<file path="config.mk">
export PLATFORM = sky130hd
export DESIGN_NAME = input_x_sequencer
export DESIGN_NICKNAME = d
export VERILOG_FILES = /design/src/rtl/input_x_sequencer.sv
export SDC_FILE = /design/constraint.sdc
export NUM_CORES = 1
export LEC_CHECK = 0
export CORE_ASPECT_RATIO = 0.5
export CORE_UTILIZATION = 55
export CTS_CLUSTER_SIZE = 12
export DETAILED_ROUTE_END_ITERATION = 7
export PLACE_DENSITY_LB_ADDON = 0.1
export SKIP_LAST_GASP = 1
export SLEW_MARGIN = 20
export SYNTH_ARGS = -nofsm -noshare
export SYNTH_HDL_FRONTEND = slang
export SYNTH_SLANG_ARGS = --single-unit
</file>
<file path="constraint.sdc">
create_clock -name clk -period 4.1 [get_ports clk]
set_clock_uncertainty 0.05 [all_clocks]
set_input_delay 0.41 -clock clk [delete_from_list [all_inputs] [get_ports clk]]
set_output_delay 0.41 -clock clk [all_outputs]
set_load 0.01 [all_outputs]
</file>
<file path="src/rtl/input_x_sequencer.sv">
// -----------------------------------------------------------------------------
// input_x_sequencer
//
// Streams per-timestep input feature vectors from the feature ROM into the LSTM
// forward datapath. Each vector has NUM elements: NUM-1 features read from the
// ROM, then one constant BIAS element. A sequence is NUM_ITERATIONS vectors.
// Elements are offered over a valid/ready handshake. The last element of each
// vector is flagged with x_last, and the last element of the sequence is also
// flagged with x_tlast.
//
// Ports
//   clk       : clock; all state changes on the rising edge
//   rst       : synchronous active-high reset; abandons any sequence in flight
//   start     : one-cycle request to stream a full sequence (honoured only in IDLE)
//   busy      : high from the cycle after an accepted start until done
//   done      : one-cycle pulse, one cycle after the final element is accepted
//   mem_addr  : registered feature-ROM address
//   mem_data  : ROM read data, valid in the same cycle as mem_addr
//   x_out     : element offered downstream
//   x_valid   : x_out holds a valid element
//   x_ready   : downstream accepts x_out when x_valid && x_ready
//   x_last    : x_out is the bias element that ends the current vector
//   x_tlast   : x_out is the bias element of the final timestep
//   x_step    : timestep index of x_out
// -----------------------------------------------------------------------------
module input_x_sequencer #(
    parameter int               WIDTH          = 32,
    parameter int               NUM            = 69,
    parameter int               NUM_ITERATIONS = 8,
    parameter logic [WIDTH-1:0] BIAS           = WIDTH'(32'h0100_0000)
) (
    input  logic             clk,
    input  logic             rst,
    input  logic             start,
    output logic             busy,
    output logic             done,
    output logic [WIDTH-1:0] mem_addr,
    input  logic [WIDTH-1:0] mem_data,
    output logic [WIDTH-1:0] x_out,
    output logic             x_valid,
    input  logic             x_ready,
    output logic             x_last,
    output logic             x_tlast,
    output logic [WIDTH-1:0] x_step
);

    localparam logic [WIDTH-1:0] ZERO   = {WIDTH{1'b0}};
    localparam logic [WIDTH-1:0] ONE    = {{(WIDTH-1){1'b0}}, 1'b1};
    localparam logic [WIDTH-1:0] LAST_F = WIDTH'(NUM - 1);
    localparam logic [WIDTH-1:0] LAST_T = WIDTH'(NUM_ITERATIONS - 1);

    typedef enum logic [1:0] {
        ST_IDLE = 2'd0,
        ST_RUN  = 2'd1,
        ST_DONE = 2'd2
    } state_t;

    state_t           state_r,    state_s;
    logic             busy_r,     busy_s;
    logic             done_r,     done_s;
    logic [WIDTH-1:0] mem_addr_r, mem_addr_s;
    logic [WIDTH-1:0] x_out_r,    x_out_s;
    logic             x_valid_r,  x_valid_s;
    logic             x_last_r,   x_last_s;
    logic             x_tlast_r,  x_tlast_s;
    logic [WIDTH-1:0] x_step_r,   x_step_s;
    logic [WIDTH-1:0] f_r,        f_s;        // element index within the vector
    logic [WIDTH-1:0] t_r,        t_s;        // timestep index
    logic             issued_r,   issued_s;   // final bias has been loaded
    logic             is_feat_s;              // current element comes from the ROM
    logic             load_s;                 // load a new element this cycle

    // Next-state and next-output logic for the sequencing FSM.
    always_comb begin
        state_s    = state_r;
        busy_s     = busy_r;
        done_s     = 1'b0;
        mem_addr_s = mem_addr_r;
        x_out_s    = x_out_r;
        x_valid_s  = x_valid_r;
        x_last_s   = x_last_r;
        x_tlast_s  = x_tlast_r;
        x_step_s   = x_step_r;
        f_s        = f_r;
        t_s        = t_r;
        issued_s   = issued_r;

        is_feat_s  = (f_r != LAST_F);
        // The output slot is free when empty or being emptied this cycle.
        load_s     = (state_r == ST_RUN) && !issued_r && (!x_valid_r || x_ready);

        case (state_r)
            ST_IDLE: begin
                if (start) begin
                    state_s    = ST_RUN;
                    busy_s     = 1'b1;
                    mem_addr_s = ZERO;
                    f_s        = ZERO;
                    t_s        = ZERO;
                    issued_s   = 1'b0;
                end else begin
                    state_s    = ST_IDLE;
                end
            end

            ST_RUN: begin
                if (load_s) begin
                    x_valid_s = 1'b1;
                    x_step_s  = t_r;
                    x_last_s  = !is_feat_s;
                    x_tlast_s = !is_feat_s && (t_r == LAST_T);
                    if (is_feat_s) begin
                        // The address is a running count, so the feature layout
                        // t*(NUM-1)+f follows without a multiplier.
                        x_out_s    = mem_data;
                        mem_addr_s = mem_addr_r + ONE;
                        f_s        = f_r + ONE;
                    end else begin
                        x_out_s  = BIAS;
                        f_s      = ZERO;
                        t_s      = t_r + ONE;
                        issued_s = (t_r == LAST_T);
                    end
                end else if (x_valid_r && x_ready) begin
                    x_valid_s = 1'b0;
                    x_last_s  = 1'b0;
                    x_tlast_s = 1'b0;
                    if (issued_r && x_tlast_r) begin
                        state_s = ST_DONE;
                        busy_s  = 1'b0;
                        done_s  = 1'b1;
                    end else begin
                        state_s = ST_RUN;
                    end
                end else begin
                    // Stalled or waiting: hold the offered element.
                    state_s = ST_RUN;
                end
            end

            ST_DONE: begin
                state_s = ST_IDLE;
                busy_s  = 1'b0;
            end

            default: begin
                state_s   = ST_IDLE;
                busy_s    = 1'b0;
                x_valid_s = 1'b0;
                x_last_s  = 1'b0;
                x_tlast_s = 1'b0;
            end
        endcase
    end

    // State and output registers with synchronous reset.
    always_ff @(posedge clk) begin
        if (rst) begin
            state_r    <= ST_IDLE;
            busy_r     <= 1'b0;
            done_r     <= 1'b0;
            mem_addr_r <= ZERO;
            x_out_r    <= ZERO;
            x_valid_r  <= 1'b0;
            x_last_r   <= 1'b0;
            x_tlast_r  <= 1'b0;
            x_step_r   <= ZERO;
            f_r        <= ZERO;
            t_r        <= ZERO;
            issued_r   <= 1'b0;
        end else begin
            state_r    <= state_s;
            busy_r     <= busy_s;
            done_r     <= done_s;
            mem_addr_r <= mem_addr_s;
            x_out_r    <= x_out_s;
            x_valid_r  <= x_valid_s;
            x_last_r   <= x_last_s;
            x_tlast_r  <= x_tlast_s;
            x_step_r   <= x_step_s;
            f_r        <= f_s;
            t_r        <= t_s;
            issued_r   <= issued_s;
        end
    end

    assign busy     = busy_r;
    assign done     = done_r;
    assign mem_addr = mem_addr_r;
    assign x_out    = x_out_r;
    assign x_valid  = x_valid_r;
    assign x_last   = x_last_r;
    assign x_tlast  = x_tlast_r;
    assign x_step   = x_step_r;

endmodule

</file>
==> reports/metrics.yaml, run 1 <==
outcome:
  status: "completed"
route:
  vias_per_cell: 6.22
  drtPass1Iterations: 6
  routedWlPerCell_um: 17.5
  drt_wl_total_mm: 22.6
  drtIter0Drc: 861
  remaining_drc_errors: 0
  ant_nets: 0
  vias: 8008
placement:
  io_buffers: 136
  routabilityCongestion: 0.991
  dp_cells: 1256
  dp_hpwl_mm: 15.4
cts:
  cts_resized: 0
  clk_latency_ps: 420
  hold_buffers: 0
  htreeDepth: 4
  cts_setup_buffers: 0
  cts.sinks: 168
  cts_tree: "built"
  clockRootBuffer: "clkbuf_16"
  clk_pin_slew_ps: 80
  cts_buffer_depth: 2
  numCtsBuffers: 17
critical_path:
  cp.arrival_ps: 3170
  endpoint: "x_out[4]"
  critPathSlowestCell: "dfxtp_1"
  rr_worst_depth: 5
  cp.depth: 5
  path_cells: "inv_1 > nand3_2 > buf_4 > nand2_1 > a21oi_1"
  r2r-start: "state_r[1]"
  end_kind: "flop"
  r2r_slack_ps: 1240
  cp_top_family: "buffers and inverters"
  required_ps: 4410
  critical_path.max_stage_delay_ps: 920
  critPathBufInv: 2
  cp-startpoint: "state_r[1]"
  crit_path_start_kind: "flop"
  reg2reg_to: "x_out[4]"
  criticalPathCategory: "reg2reg"
  cp_max_fo: 49
global_routing:
  grt_use_total_pct: 31.2
  grt_pass1_vias: 7140
  grt_max_degree: 69
  antenna_found_initial: 0
  gr-total-overflow: 0
  grt_pass1_wl_mm: 36.4
timing:
  fin_crit_sh_pct: 69.8
  worst_pin_slew_ps: 908
  timing.hold.ws_ps: 373
  relSlewSlack_pct: 39.4
  fmax_mhz: 349
  fin_crit_ps: 2860
  setup_viol: 0
  final_hold_viol_count: 0
  setup_tns_ps: 0
  slew_viol_final: 0
  rsz0062_at_grt: "no"
logic_synthesis:
  syn_area_sq_mm: 0.00779
  synth.net_count: 1020
  ys_types: 60
  ys.flop_type: "dfxtp_1"
  synth_edf_count: 0
  synth_warnings: 0
  yosysMostFrequentCell: "nand2_1"
  synth_top_cell_area_share_pct: 43.2
  syn_inst: 980
  synth_seq_area_share_pct: 43.2
  synth_common_cells: "193 x nand2_1, 168 x dfxtp_1, 121 x a21oi_1"
  ys_async_sr_fraction_pct: 0
  yosys-top-cells-area: "dfxtp_1 43%, nand2_1 9.3%, a21oi_1 7.8%, nand4_1 3.2%, nand3_1 3.1%"
  synth_area_leader_cell: "dfxtp_1"
  yosys_register_bits: 168
  syn_avg_cell_area_sq_um: 7.95
min_path:
  hold_class: "in2reg"
die:
  core.rowCount: 30
  die_h_um: 86.1
  die_w_um: 170
  start_util_pct: 57.0
  io_pins: 137
  core_sq_mm: 0.0137
  die_area_sq_mm: 0.0147
power:
  p_clk_share_pct: 46.4
  power.switching_uw: 962
  power.leakage_nw: 3.09
  ir_drop_uv: 351
  switching_share_pct: 25.8
  pwr_density_cell_mw_per_mm2: 379
  combPwrFrac_pct: 8.6
  power.internal_mw: 2.77
  seqPwrFrac_pct: 45.0
cells_and_area:
  drive_gt1_share_pct: 5.84
  final_cells: 1288
  nNetsFinal: 1123
  syn_to_final_growth_pct: 26.5
  diodes: 0
flow_run:
  drv_cap: 0
## cells in the final DEF (no fill, tap or decap), types with 13 or more instances in the layout
| cell | n |
|---|---|
| and3_1 | 13 |
| dfxtp_1 | 168 |
| nand2_1 | 193 |
| o21ai_0 | 18 |
| nor4_1 | 28 |
| a31oi_1 | 13 |
| inv_1 | 15 |
| nor2_1 | 37 |
| or3_1 | 23 |
| nand3_1 | 47 |
| clkbuf_16 | 17 |
| clkdlybuf4s50_1 | 135 |
| a21oi_1 | 120 |
| o31ai_1 | 24 |
| nor3_1 | 20 |
| or4_1 | 30 |
| nand4_1 | 40 |
## sequential cells by signal, indices dropped and copies added, names as in the netlist
register and cells:
issued_r 1, x_step 32, f_r 32, t_r 32, x_last 1, mem_addr 32
x_valid 1, x_tlast 1, busy 1, state_r 2, x_out 32, done 1
## layout make-up
class	count	area, sq um
clock inverter	15	210
sequential	168	3360
timing repair buffer	148	1450
multi-input combinational	733	4110
tap	192	240
inverter	15	56.3
fill	1122	3820
clock buffer	17	425
## worst min path at each step
stage / from / cells past startpoint / slack [ps] / end
after floorplan: f_r[22] / 1 / 400 / f_r[22]
after global placement: x_out[27] / 2 / 390 / x_out[27]
after detailed placement: x_out[31] / 2 / 400 / x_out[31]
after CTS: rst / 2 / 370 / mem_addr[1]
after global routing: rst / 2 / 390 / mem_addr[1]
final: rst / 2 / 370 / mem_addr[1]
## power by group through the flow
stage                     Combinational (mW)  Clock (mW)  Sequential [mW]
after floorplan                        0.163           0             1.73
after global placement                 0.306           0             1.72
after detailed placement               0.313           0             1.72
after CTS                              0.315        1.74             1.68
after global routing                   0.343        1.81             1.68
final                                  0.320        1.73             1.68
## per-stage QoR
| stage | util, % | power (mW) | area, sq um | worst slack (ps) |
|---|---|---|---|---|
| after floorplan | - | 1.89 | 7790 | 2140 |
| after global placement | 67.4 | 2.02 | 9210 | 1350 |
| after detailed placement | 67.4 | 2.03 | 9210 | 1190 |
| after CTS | 72.0 | 3.74 | 9840 | 1350 |
| after global routing | 72.1 | 3.84 | 9850 | 1070 |
| final | 72.1 | 3.73 | 9850 | 1240 |
## kinds of logic after synthesis
family          after synthesis  share of synthesized area [%]
buf+inv                      79                           4.26
fa+ha+maj                     4                          0.643
compound gates              221                           16.8
xor+xnor                     16                           1.80
flops                       168                           43.2
simple gates                483                           32.2
mux                           9                           1.16
## metal layers
layer  part of all wire [%]  track usage [%]  vias up
met2                     45             50.2      404
li1                       -                -     3805
met1                     44             42.1     3739
met5                      0                0        -
met4                    2.1             10.5        0
met3                    9.4             6.28       60
No activity file was read; power rests on OpenSTA's default activity.
==> inputs of run 2 (changes only) <==
--- a/config.mk
+++ b/config.mk
@@ -6,7 +6,7 @@
 export NUM_CORES = 1
 export LEC_CHECK = 0
 export CORE_ASPECT_RATIO = 0.5
-export CORE_UTILIZATION = 55
+export CORE_UTILIZATION = 53
 export CTS_CLUSTER_SIZE = 12
 export DETAILED_ROUTE_END_ITERATION = 7
 export PLACE_DENSITY_LB_ADDON = 0.1
==> constraint.sdc (replaced) <==
create_clock -name clk -period 2.9 [get_ports clk]
set_clock_uncertainty 0.05 [all_clocks]
set_input_delay 0.29 -clock clk [delete_from_list [all_inputs] [get_ports clk]]
set_output_delay 0.29 -clock clk [all_outputs]
set_load 0.01 [all_outputs]
==> run 2 against run 1 <==
Against the previous run: die area grew 3.7%; critical endpoint is now f_r[7]; worst setup slack lost 810 ps; critical path type unchanged; sequential share of layout area fell by 0.39 points; core utilization down 0.54 points.
==> reports/metrics.yaml, run 2 (synthesis results as in run 1) <==
cells_and_area:
  nNetsFinal: 1141  # was 1123
  drive_gt1_share_pct: 7.27  # was 5.84%
  layout_commonest_cell: "nand2_1"  # unchanged
  most-common-layout-cells: "193 x nand2_1, 168 x dfxtp_1, 135 x clkdlybuf4s50_1"  # unchanged
  diodes: 0  # unchanged
  syn_to_final_growth_pct: 27.9  # was 26.5%
power:
  power.leakage_nw: 3.17  # was 3.09 nW
  power.switching_mw: 1.34  # was 962 uW
  ir_drop_uv: 343  # was 351 uV
  pwr_density_cell_mw_per_mm2: 520  # was 379 mW/mm^2
  combPwrFrac_pct: 8.9  # was 8.6%
  switching_share_pct: 25.8  # about the same
  p_clk_share_pct: 45.2  # was 46.4%
  seqPwrFrac_pct: 45.9  # was 45.0%
  power.internal_mw: 3.84  # was 2.77 mW
  p_total_mw: 5.18  # was 3.73 mW
timing:
  fmax_mhz: 405  # was 349 MHz
  fin_crit_ps: 2470  # was 2860 ps
  final_hold_viol_count: 0  # unchanged
  fin_crit_sh_pct: 85.1  # was 69.8%
  rsz0062_at_grt: "no"  # unchanged
  timing.hold.ws_ps: 234  # was 373 ps
  setup_tns_ps: 0  # unchanged
  setup_viol: 0  # unchanged
  relSlewSlack_pct: 36.6  # was 39.4%
  slew_viol_final: 0  # unchanged
  worst_pin_slew_ps: 948  # was 908 ps
global_routing:
  gr-total-overflow: 0  # unchanged
  grt_use_total_pct: 29.9  # was 31.2%
  grt_max_degree: 69  # unchanged
  antenna_found_initial: 0  # unchanged
  grt_pass1_vias: 7096  # was 7140
  grt_pass1_wl_mm: 36.4  # about the same
cts:
  cts_tree: "built"  # unchanged
  cts_resized: 0  # unchanged
  numCtsBuffers: 17  # unchanged
  cts_setup_buffers: 0  # unchanged
  clk_pin_slew_ps: 70  # was 80 ps
  htreeDepth: 4  # unchanged
  hold_buffers: 0  # unchanged
  clockRootBuffer: "clkbuf_16"  # unchanged
  clk_latency_ps: 430  # was 420 ps
  cts_buffer_depth: 2  # unchanged
  cts.sinks: 168  # unchanged
critical_path:
  cp_max_fo: 14  # was 49
  r2r-start: "f_r[23]"  # was state_r[1]
  required_ps: 3170  # was 4410 ps
  cp_top_family: "simple AND/OR/NAND/NOR gates"  # was buffers and inverters
  rr_worst_depth: 6  # was 5
  end_kind: "flop"  # unchanged
  criticalPathCategory: "reg2reg"  # unchanged
  path_cells: "nor4_1 > and4_1 > a21oi_1 > nor2_1 > buf_4 > nor2_1"  # was inv_1 > nand3_2 > buf_4 > nand2_1 > a21oi_1
  reg2reg_to: "f_r[7]"  # was x_out[4]
  r2r_slack_ps: 430  # was 1240 ps
  critPathSlowestCell: "nor2_1"  # was dfxtp_1
  worst_path_most_repeated_cell: "nor2_1"
  critPathBufInv: 1  # was 2
  critical_path.max_stage_delay_ps: 740  # was 920 ps
  cp.arrival_ps: 2740  # was 3170 ps
  crit_path_start_kind: "flop"  # unchanged
die:
  core.rowCount: 30  # unchanged
  die_area_sq_mm: 0.0152  # was 0.0147 sq mm
  die_h_um: 87.7  # was 86.1 um
  io_pins: 137  # unchanged
  start_util_pct: 55.9  # was 57.0%
  die_w_um: 173  # was 170 um
  core_sq_mm: 0.0139  # was 0.0137 sq mm
min_path:
  hold_start: "rst"  # unchanged
  hold_class: "in2reg"  # unchanged
  holdPathEnd: "x_tlast"  # was mem_addr[1]
  hold_path_depth: 4  # was 2
placement:
  routabilityCongestion: 0.967  # was 0.991
  io_buffers: 136  # unchanged
  dp_hpwl_mm: 16.1  # was 15.4 mm
route:
  vias: 8011  # was 8008
  drtPass1Iterations: 5  # was 6
  vias_per_cell: 6.13  # was 6.22
  routedWlPerCell_um: 17.6  # was 17.5 um
  drt_wl_total_mm: 23.0  # was 22.6 mm
  drtIter0Drc: 631  # was 861
  remaining_drc_errors: 0  # unchanged
  ant_nets: 0  # unchanged
outcome:
  status: "completed"  # unchanged
flow_run:
  drv_cap: 0  # unchanged
## run 2: changes by cell type in the layout (fill, tap and decap cells not counted), sizes merged
cell / previous run / this run
clkinv: 3 / 1
clkinvlp: 2 / 3
buf: 13 / 31
bufinv: 3 / 2
inv: 22 / 24
## run 2: layer usage
metal / wire (um) / GRT usage (%)
met4: 501 / 12.0
met1: 10500 / 40.0
met2: 10200 / 48.8
met3: 1810 / 5.25
met5: 0 / 0
## run 2: worst max path at each step
stage / start / to / slack (ps) / cells past startpoint
2_1_floorplan: f_r[0] / t_r[8] / 940 / 9
3_3_place_gp: x_ready / t_r[28] / 330 / 6
3_5_place_dp: x_ready / t_r[1] / 270 / 6
4_1_cts: f_r[23] / f_r[7] / 430 / 6
5_1_grt: f_r[23] / f_r[7] / 190 / 6
6_report: f_r[23] / f_r[7] / 430 / 6
## run 2: through the flow
step                      setup slack [ps]  utilization [%]  cells  area, sq um
after detailed placement               268             67.2   1274         9360
after global placement                 329             67.2   1274         9360
after global routing                   187             71.5   1306         9960
final                                  432             71.5   1306         9960
after CTS                              433             71.5   1306         9960
after floorplan                        941                -    980         7790
## run 2: power by group through the flow
stage	Combinational, mW	Clock (mW)	Sequential, mW
global placement	0.452	0	2.43
global route	0.500	2.46	2.38
floorplan	0.231	0	2.44
detailed placement	0.458	0	2.43
finish	0.462	2.34	2.38
CTS	0.460	2.37	2.38
## run 2: cell type report
class | instances | area [sq um]
repair buffers | 166 | 1590
well taps | 192 | 240
flip-flops and latches | 168 | 3360
clock inverters | 15 | 180
inverters | 15 | 56.3
clock buffers | 17 | 425
multi-input cells | 733 | 4100
fillers | 1136 | 3970
## run 2: worst min-delay path, cell delays in order
cell	delay (ps)
buf_2	100
inv_1	120
nand3_1	110
nand2_1	40
